===== config.mk =====
export PLATFORM = sky130hd
export DESIGN_NAME = itrx_apbm_spi_arb_flat
export DESIGN_NICKNAME = d
export VERILOG_FILES = /design/src/rtl/itrx_apbm_spi_arb_if.sv /design/src/rtl/itrx_apbm_spi_arb.sv /design/src/flat_wrapper.sv
export SDC_FILE = /design/constraint.sdc
export NUM_CORES = 1
export LEC_CHECK = 0
export BUFFER_PORTS_ARGS = -buffer_cell sky130_fd_sc_hd__buf_2
export CORE_MARGIN = 2
export CORE_UTILIZATION = 45
export CTS_BUF_LIST = sky130_fd_sc_hd__clkbuf_16
export CTS_CLUSTER_DIAMETER = 200
export DETAILED_ROUTE_END_ITERATION = 8
export HOLD_SLACK_MARGIN = 0.06
export PLACE_DENSITY = 0.83
export SLEW_MARGIN = 20
export SYNTH_ARGS = -nofsm -noshare
export SYNTH_HDL_FRONTEND = slang
export SYNTH_SLANG_ARGS = --single-unit

===== constraint.sdc =====
create_clock -name pclk -period 4.45 [get_ports pclk]
set_input_delay 0.2225 -clock pclk [delete_from_list [all_inputs] [get_ports pclk]]
set_output_delay 0.2225 -clock pclk [all_outputs]
set_load 0.01 [all_outputs]

===== src/rtl/itrx_apbm_spi_arb_if.sv =====
`default_nettype none
// ============================================================================
// Module      : itrx_apbm_spi_arb_if
// Description : Requester, response and APB bundle of the SPI-to-APB master
//               arbiter; master modport is the arbiter side.
// Revision    : 1.0 - initial release
// ============================================================================
interface itrx_apbm_spi_arb_if #(
    parameter int ADDR_W = 16,
    parameter int DATA_W = 32
);
    logic              req0;
    logic              req0_write;
    logic [ADDR_W-1:0] req0_addr;
    logic [DATA_W-1:0] req0_wdata;
    logic              done0;
    logic              req1;
    logic              req1_write;
    logic [ADDR_W-1:0] req1_addr;
    logic [DATA_W-1:0] req1_wdata;
    logic              done1;
    logic [DATA_W-1:0] rsp_rdata;
    logic              rsp_err;
    logic [ADDR_W-1:0] paddr;
    logic              pwrite;
    logic [DATA_W-1:0] pwdata;
    logic              psel;
    logic              penable;
    logic [DATA_W-1:0] prdata;
    logic              pready;
    logic              pslverr;
    logic              busy;
    logic              tmo_evt;

    modport master (
        input  req0, req0_write, req0_addr, req0_wdata,
        input  req1, req1_write, req1_addr, req1_wdata,
        input  prdata, pready, pslverr,
        output done0, done1, rsp_rdata, rsp_err,
        output paddr, pwrite, pwdata, psel, penable, busy, tmo_evt
    );

    modport slave (
        output req0, req0_write, req0_addr, req0_wdata,
        output req1, req1_write, req1_addr, req1_wdata,
        output prdata, pready, pslverr,
        input  done0, done1, rsp_rdata, rsp_err,
        input  paddr, pwrite, pwdata, psel, penable, busy, tmo_evt
    );
endinterface
`default_nettype wire


===== src/rtl/itrx_apbm_spi_arb.sv =====
`default_nettype none
// ============================================================================
// Module      : itrx_apbm_spi_arb
// Description : Round-robin two-port APB master arbiter/sequencer (pclk domain).
//               Optional ACCESS timeout enabled by macro ITRX_APBM_ARB_TMO_EN.
// Revision    : 1.0 - initial release
// ============================================================================
module itrx_apbm_spi_arb #(
    parameter int ADDR_W  = 16,
    parameter int DATA_W  = 32,
    parameter int TMO_CYC = 64
) (
    input  logic                 pclk,
    input  logic                 rst,
    itrx_apbm_spi_arb_if.master  bus
);

    localparam logic [1:0] c_ST_IDLE   = 2'd0;
    localparam logic [1:0] c_ST_SETUP  = 2'd1;
    localparam logic [1:0] c_ST_ACCESS = 2'd2;

    logic [1:0]        r_state;
    logic [1:0]        w_next_state;
    logic              r_last_gnt;
    logic [ADDR_W-1:0] r_paddr;
    logic              r_pwrite;
    logic [DATA_W-1:0] r_pwdata;
    logic [DATA_W-1:0] r_rsp_rdata;
    logic              r_rsp_err;
    logic              r_done0;
    logic              r_done1;
    logic              w_psel;
    logic              w_penable;
    logic              w_grant;
    logic              w_grant_port;
    logic              w_complete;
    logic              w_tmo_exp;
    logic              w_req0;
    logic              w_req1;

    // A port is ignored while its done is high so a requester that drops req
    // in the cycle after done does not get a spurious second transfer.
    assign w_req0 = bus.req0 & ~r_done0;
    assign w_req1 = bus.req1 & ~r_done1;

`ifdef ITRX_APBM_ARB_TMO_EN
    localparam logic [7:0] c_TMO_LAST = 8'(TMO_CYC - 1);

    logic [7:0] r_tmo_cnt;
    logic       r_tmo_evt;

    assign w_tmo_exp = (r_state == c_ST_ACCESS) && !bus.pready && (r_tmo_cnt == c_TMO_LAST);

    always_ff @(posedge pclk) begin
        if (rst) begin
            r_tmo_cnt <= 8'd0;
            r_tmo_evt <= 1'b0;
        end else begin
            r_tmo_evt <= w_complete & w_tmo_exp;
            if (r_state == c_ST_SETUP) begin
                r_tmo_cnt <= 8'd0;
            end else if ((r_state == c_ST_ACCESS) && !bus.pready) begin
                r_tmo_cnt <= r_tmo_cnt + 8'd1;
            end
        end
    end

    assign bus.tmo_evt = r_tmo_evt;
`else
    assign w_tmo_exp   = 1'b0;
    assign bus.tmo_evt = 1'b0;
`endif

    always_ff @(posedge pclk) begin
        if (rst) begin
            r_state <= c_ST_IDLE;
        end else begin
            r_state <= w_next_state;
        end
    end

    always_comb begin
        w_next_state = r_state;
        w_psel       = 1'b0;
        w_penable    = 1'b0;
        w_grant      = 1'b0;
        w_grant_port = r_last_gnt;
        w_complete   = 1'b0;
        case (r_state)
            c_ST_IDLE: begin
                if (w_req0 | w_req1) begin
                    w_grant      = 1'b1;
                    w_grant_port = (w_req0 & w_req1) ? ~r_last_gnt : w_req1;
                    w_next_state = c_ST_SETUP;
                end
            end
            c_ST_SETUP: begin
                w_psel       = 1'b1;
                w_next_state = c_ST_ACCESS;
            end
            c_ST_ACCESS: begin
                w_psel    = 1'b1;
                w_penable = 1'b1;
                if (bus.pready || w_tmo_exp) begin
                    w_complete   = 1'b1;
                    w_next_state = c_ST_IDLE;
                end
            end
            default: begin
                w_next_state = c_ST_IDLE;
            end
        endcase
    end

    always_ff @(posedge pclk) begin
        if (rst) begin
            r_last_gnt  <= 1'b1;
            r_paddr     <= '0;
            r_pwrite    <= 1'b0;
            r_pwdata    <= '0;
            r_rsp_rdata <= '0;
            r_rsp_err   <= 1'b0;
            r_done0     <= 1'b0;
            r_done1     <= 1'b0;
        end else begin
            // r_last_gnt holds the port currently being served until the next grant.
            r_done0 <= w_complete & ~r_last_gnt;
            r_done1 <= w_complete &  r_last_gnt;
            if (w_grant) begin
                r_last_gnt <= w_grant_port;
                if (w_grant_port) begin
                    r_paddr  <= bus.req1_addr;
                    r_pwrite <= bus.req1_write;
                    r_pwdata <= bus.req1_write ? bus.req1_wdata : '0;
                end else begin
                    r_paddr  <= bus.req0_addr;
                    r_pwrite <= bus.req0_write;
                    r_pwdata <= bus.req0_write ? bus.req0_wdata : '0;
                end
            end
            if (w_complete) begin
                r_rsp_rdata <= (r_pwrite || w_tmo_exp) ? '0 : bus.prdata;
                r_rsp_err   <= w_tmo_exp ? 1'b1 : bus.pslverr;
            end
        end
    end

    assign bus.done0     = r_done0;
    assign bus.done1     = r_done1;
    assign bus.rsp_rdata = r_rsp_rdata;
    assign bus.rsp_err   = r_rsp_err;
    assign bus.paddr     = r_paddr;
    assign bus.pwrite    = r_pwrite;
    assign bus.pwdata    = r_pwdata;
    assign bus.psel      = w_psel;
    assign bus.penable   = w_penable;
    assign bus.busy      = w_psel;

endmodule
`default_nettype wire


===== src/flat_wrapper.sv =====
// flat-port wrapper written by rule: the top's interface ports become plain ports
module itrx_apbm_spi_arb_flat 
#(
    parameter int ADDR_W  = 16,
    parameter int DATA_W  = 32,
    parameter int TMO_CYC = 64
)
  (pclk, rst, bus_req0, bus_req0_write, bus_req0_addr, bus_req0_wdata, bus_req1, bus_req1_write, bus_req1_addr, bus_req1_wdata, bus_prdata, bus_pready, bus_pslverr, bus_done0, bus_done1, bus_rsp_rdata, bus_rsp_err, bus_paddr, bus_pwrite, bus_pwdata, bus_psel, bus_penable, bus_busy, bus_tmo_evt);
  itrx_apbm_spi_arb_if #(.ADDR_W(ADDR_W), .DATA_W(DATA_W)) bus_i ();
  input  logic pclk;
  input  logic rst;
  input wire logic [$bits(bus_i.req0)-1:0] bus_req0;
  input wire logic [$bits(bus_i.req0_write)-1:0] bus_req0_write;
  input wire logic [$bits(bus_i.req0_addr)-1:0] bus_req0_addr;
  input wire logic [$bits(bus_i.req0_wdata)-1:0] bus_req0_wdata;
  input wire logic [$bits(bus_i.req1)-1:0] bus_req1;
  input wire logic [$bits(bus_i.req1_write)-1:0] bus_req1_write;
  input wire logic [$bits(bus_i.req1_addr)-1:0] bus_req1_addr;
  input wire logic [$bits(bus_i.req1_wdata)-1:0] bus_req1_wdata;
  input wire logic [$bits(bus_i.prdata)-1:0] bus_prdata;
  input wire logic [$bits(bus_i.pready)-1:0] bus_pready;
  input wire logic [$bits(bus_i.pslverr)-1:0] bus_pslverr;
  output wire logic [$bits(bus_i.done0)-1:0] bus_done0;
  output wire logic [$bits(bus_i.done1)-1:0] bus_done1;
  output wire logic [$bits(bus_i.rsp_rdata)-1:0] bus_rsp_rdata;
  output wire logic [$bits(bus_i.rsp_err)-1:0] bus_rsp_err;
  output wire logic [$bits(bus_i.paddr)-1:0] bus_paddr;
  output wire logic [$bits(bus_i.pwrite)-1:0] bus_pwrite;
  output wire logic [$bits(bus_i.pwdata)-1:0] bus_pwdata;
  output wire logic [$bits(bus_i.psel)-1:0] bus_psel;
  output wire logic [$bits(bus_i.penable)-1:0] bus_penable;
  output wire logic [$bits(bus_i.busy)-1:0] bus_busy;
  output wire logic [$bits(bus_i.tmo_evt)-1:0] bus_tmo_evt;
  assign bus_i.req0 = bus_req0;
  assign bus_i.req0_write = bus_req0_write;
  assign bus_i.req0_addr = bus_req0_addr;
  assign bus_i.req0_wdata = bus_req0_wdata;
  assign bus_i.req1 = bus_req1;
  assign bus_i.req1_write = bus_req1_write;
  assign bus_i.req1_addr = bus_req1_addr;
  assign bus_i.req1_wdata = bus_req1_wdata;
  assign bus_i.prdata = bus_prdata;
  assign bus_i.pready = bus_pready;
  assign bus_i.pslverr = bus_pslverr;
  assign bus_done0 = bus_i.done0;
  assign bus_done1 = bus_i.done1;
  assign bus_rsp_rdata = bus_i.rsp_rdata;
  assign bus_rsp_err = bus_i.rsp_err;
  assign bus_paddr = bus_i.paddr;
  assign bus_pwrite = bus_i.pwrite;
  assign bus_pwdata = bus_i.pwdata;
  assign bus_psel = bus_i.psel;
  assign bus_penable = bus_i.penable;
  assign bus_busy = bus_i.busy;
  assign bus_tmo_evt = bus_i.tmo_evt;
  itrx_apbm_spi_arb #(.ADDR_W(ADDR_W), .DATA_W(DATA_W), .TMO_CYC(TMO_CYC)) u_core (.pclk(pclk), .rst(rst), .bus(bus_i));
endmodule

=== Word level (Yosys, flattened, before mapping) ===
Index checks and enable logic that the tools add are counted.

* Multipliers: 0
* Shift-type cells: 0
* Bitwise gates (word level): 9
* Magnitude comparators: 0
* Reduce and logical (&&, ||, !) cells: 3
* Add/subtract/negate cells: 0
* Equality and inequality tests: 4
* Multiplexer cells: 18
* Div/mod/pow operators: 0

{| class="wikitable"
|+ Operators with widths
! kind !! count
|-
| $mux W32 || 4
|-
| $mux W16 || 1
|-
| $mux W1 || 10
|-
| $pmux W2 S3 || 1
|-
| $and A1 B1 Y1 || 5
|-
| $mux W2 || 2
|-
| $not A1 Y1 || 3
|-
| $eq A2 B1 Y1 const B || 1
|-
| $eq A2 B2 Y1 const B || 1
|-
| $logic_not A2 Y1 || 1
|-
| $ne A2 B1 Y1 const B || 1
|-
| $ne A2 B2 Y1 const B || 1
|-
| $reduce_and A2 Y1 || 1
|-
| $reduce_or A2 Y1 || 1
|-
| $or A1 B1 Y1 || 1
|}

* Latch bits: 0
* Output and inout bits: 88
* Memories: 0
* Bits of input ports: 136
* RAM bits: 0
* Register bits after elaboration: 87
* Logic and storage cells: 43
* ROM bits: 0

=== Logic depth before layout (Yosys ltp) ===
* Depth in word-level cells: 7
* Depth in mapped cells: 8
* Mapped depth without buffers: 6

=== Worst setup path after synthesis ===
OpenSTA, ideal clock, no wires.

* Path kind: register to register
* From: register u_core.r_state[0]
* To: register u_core.r_pwdata[0], in the netlist u_core.bus.pwdata[0]
* Slack: 2.808 ns
* Required time: 4.359 ns
* Cell stages (with the launch flop): 8
* Clock period less this slack: 1.642 ns
* Library setup time: 0.091 ns
* Arrival time: 1.551 ns
* Path buffers: 1
* Path through: dfxtp_1 > inv_1 > ha_1 > and4bb_1 > a21oi_2 > buf_6 > nand3_1 > a311oi_1

* Cells in the longest elaborated chain, start to end: 3
* Elaborated cells on any way between the ends: 4
* Classes of those cells: mux: 3; reduce/logical: 1

{| class="wikitable"
|+ Ends and longest elaborated chain
! item !! line !! RTL
|-
| start: declaration || itrx_apbm_spi_arb.sv:22 || <nowiki>logic [1:0] r_state;</nowiki>
|-
| start signal: assignment || itrx_apbm_spi_arb.sv:76 || <nowiki>r_state <= c_ST_IDLE;</nowiki>
|-
| start signal: assignment || itrx_apbm_spi_arb.sv:78 || <nowiki>r_state <= w_next_state;</nowiki>
|-
| $logic_not A2 Y1 (*) || itrx_apbm_spi_arb.sv:89 || <nowiki>case (r_state)</nowiki>
|-
| $mux W1 || itrx_apbm_spi_arb.sv:89 ||
|-
| $mux W32 || itrx_apbm_spi_arb.sv:131 || <nowiki>if (w_grant_port) begin</nowiki>
|-
| end signal: assignment || itrx_apbm_spi_arb.sv:134 || <nowiki>r_pwdata <= bus.req1_write ? bus.req1_wdata : '0;</nowiki>
|-
| end signal: assignment || itrx_apbm_spi_arb.sv:138 || <nowiki>r_pwdata <= bus.req0_write ? bus.req0_wdata : '0;</nowiki>
|-
| end: declaration || itrx_apbm_spi_arb.sv:27 || <nowiki>logic [DATA_W-1:0] r_pwdata;</nowiki>
|}

Mark *: on every way between the ends. The rest lies on a longest branch, timed or not.
A chain may end at the register's enable or synchronous reset.

=== Worst setup path in the final report ===
* From: register u_core.r_state[0]
* To: register u_core.r_pwdata[13], in the netlist u_core.bus.pwdata[13]

Same word-level chain as after synthesis.

==> reports/results.tsv <==
metric	value	unit
status	completed	
synth_top_cell_by_area	dfxtp_1	
core	0.007647	sq mm
vias	3787	
drcViolationCount	0	
rr_startpoint	u_core.r_state[0]	
antenna_found_initial	0	
critPathBufInv	2	
initial_core_util	46.16	%
finalSetupViolCount	0	
cp.arrival	2680	ps
syn_inst	392	
grt_start_max_net_pins	60	
rows	32	
combinationalPowerShare	26.7	%
synth_compound_area_share	23.18	%
grt-ovfl-total	0	
slowest_stage	a21o_1	
die_h	92.57	microns
synth_edf_count	0	
grt_usage	24.39	%
switchingPower	765.2	uW
min_path_cells	2	
hold_viol	0	
timing_worst_slew_pin_value	880.3	ps
worst_hold_slack	90.32	ps
skew	11.22	ps
instances_no_fill	694	
synthSimpleGateAreaFrac	18.89	%
rsz0062_at_grt	false	
peakVddDrop	253.7	uV
first_iter_violations	217	
cts-resized-gates	0	
synth.area.top_cells	dfxtp_1 (49%), nand3_1 (9.2%), a311oi_1 (7.9%)	
fmax	0.4089	GHz
port_buffers	222	
whs_endpoint	u_core.bus.rsp_rdata[10]	
io_pins	224	
syn_area	0.003530	sq mm
drt.antenna.violating_nets	0	
worstSetupStartpointType	register	
routed_wl	10.72	mm
ctsRootBufferMaster	clkbuf_16	
yosysUniqueCellTypes	27	
sequentialPowerShare	40.1	%
fin_setup_tns	0	ps
hold_buffers	0	
crit_required	4680	ps
slowest_delay	520	ps
post_cts_buffers	0	
path_cells	inv_1, ha_1, and4bb_1, a21o_1, buf_4, nand3_1, a311oi_1	
yosys.area.top_type_share	49.34	%
die-area	0.008568	sq mm
power_leakage	0.002386	uW
avgSynthCellArea	9.004	sq um
drtPass1Iterations	5	
clock_path_buffers	2	
synth.ff_latch_count	87	
synth_top_family_by_area	compound AO/OA/AOI/OAI gates	
drv_slew	0	
fin_crit_sh	54.96	%
cts_sinks	87	
criticalPathCategory	register to register	
p_int	1580	uW
min_path_type	input pin to register	
grt_pass1_vias	3448	
diodes	0	
hpwl	7.631	mm
clkPwrFrac	33.2	%
max-cap-violations	0	
p_per_area	475.2	mW/mm^2
synth_xor_area_share	0	%
reg2regPathDepth	7	
synthArstFlopShare	0	%
cts_tree	done	
hp-start	bus_prdata[10]	
gp_congestion	0.7930	
cp_max_fo	30	
yosys-top-cells-count	dfxtp_1 (87), nand3_1 (65), nor2_1 (53), a311oi_1 (32), a22o_1 (30)	
nets	727	
die_x	92.57	microns
yosys_warnings	0	
post_drt_via_cell_ratio	5.457	
swShare	32.63	%
numCtsBuffers	9	
crit_family	compound AO/OA/AOI/OAI gates	
yosysMostFrequentCell	dfxtp_1	
syn_to_final_growth	39.81	%
dp_cells	678	
synth_nets	532	
grt_pass1_wl	16.71	mm
synth_fa_ha_area_share	1.418	%
wl_per_cell	15.44	microns
period_minus_slack	2446	ps
synthMuxAreaShare	0.5672	%
drive_above_1_share	41.89	%
slew_headroom	41.17	%
synth_top_flop_cell	dfxtp_1	
rrSetupSlack	2000	ps
clk_pin_slew_worst_paths	70	ps
r2r-end	u_core.bus.pwdata[13]	
clk_latency	340	ps
cts_max_level	3	
seq_area_frac_synth	49.34	%
endpoint_kind	register	
## flip-flops by register name, summed over array words and instances, names as in the netlist
name                  flops
u_core.bus.pwdata        32
u_core.bus.rsp_rdata     32
u_core.bus.paddr         16
u_core.r_state            2
u_core.bus.done0          1
u_core.bus.done1          1
u_core.bus.pwrite         1
u_core.bus.rsp_err        1
u_core.r_last_gnt         1
## layout by cell type (no fill, tap or decap), types with 9 or more instances in the layout
cell and n:
a21oi_1 20, nor2_1 53, nand2_1 19, nand3_1 65, a311oi_1 32, clkbuf_16 9
buf_2 222, a22o_1 30, dfxtp_1 87, a211oi_1 17
## through the flow
step	setup slack [ps]	total power [uW]	area, sq um	utilization (%)
floorplan	2808	1364	3530	-
global placement	2164	1560	4616	60.36
detailed placement	1986	1585	4623	60.45
CTS	1994	2360	4935	64.53
global route	1761	2478	4935	64.53
finish	2004	2345	4935	64.53
## cell type report
type	instances	area, sq um
clock buffer	9	225.2
clock inverter	7	86.33
fill	668	2713
inverter	3	11.26
multi-input combinational	259	1594
sequential	87	1742
tap	102	127.6
timing repair buffer	227	1149
## cells by family (layout without fill, tap and decap cells)
logic type | after synthesis | count (layout)
AO/OA/AOI/OAI | 105 | 105
adder cells (fa/ha/maj) | 4 | 4
buffers and inverters | 46 | 246
flip-flops | 87 | 87
multiplexers | 2 | 2
other | 1 | 1
AND/OR/NAND/NOR | 147 | 147
## layer usage
metal	part of all wire [%]	routed length, microns	vias up	global-route usage [%]
met2	51	5467	207	41.24
met4	1.2	124	0	8.582
li1	-	-	1830	-
met1	39	4178	1742	30.46
met3	8.8	944	8	5.696
met5	0	0	-	0
## power by group through the flow
| stage | Sequential [uW] | Combinational [uW] | Clock, uW |
|---|---|---|---|
| 3_5_place_dp | 956 | 628 | 0 |
| 4_1_cts | 939 | 629 | 792 |
| 6_report | 940 | 626 | 779 |
| 2_1_floorplan | 999 | 366 | 0 |
| 3_3_place_gp | 952 | 608 | 0 |
| 5_1_grt | 951 | 697 | 830 |
## worst max path at each step
| stage | end | from | slack (ps) | cells after the start |
|---|---|---|---|---|
| 2_1_floorplan | u_core.bus.pwdata[0] | u_core.r_state[0] | 2810 | 7 |
| 3_3_place_gp | u_core.bus.pwdata[5] | u_core.r_state[0] | 2160 | 7 |
| 3_5_place_dp | u_core.bus.pwdata[13] | u_core.r_state[0] | 1990 | 7 |
| 4_1_cts | u_core.bus.pwdata[13] | u_core.r_state[1] | 1990 | 7 |
| 5_1_grt | u_core.bus.pwdata[13] | u_core.r_state[0] | 1760 | 6 |
| 6_report | u_core.bus.pwdata[13] | u_core.r_state[0] | 2000 | 7 |
(Power assumes the default switching activity.)
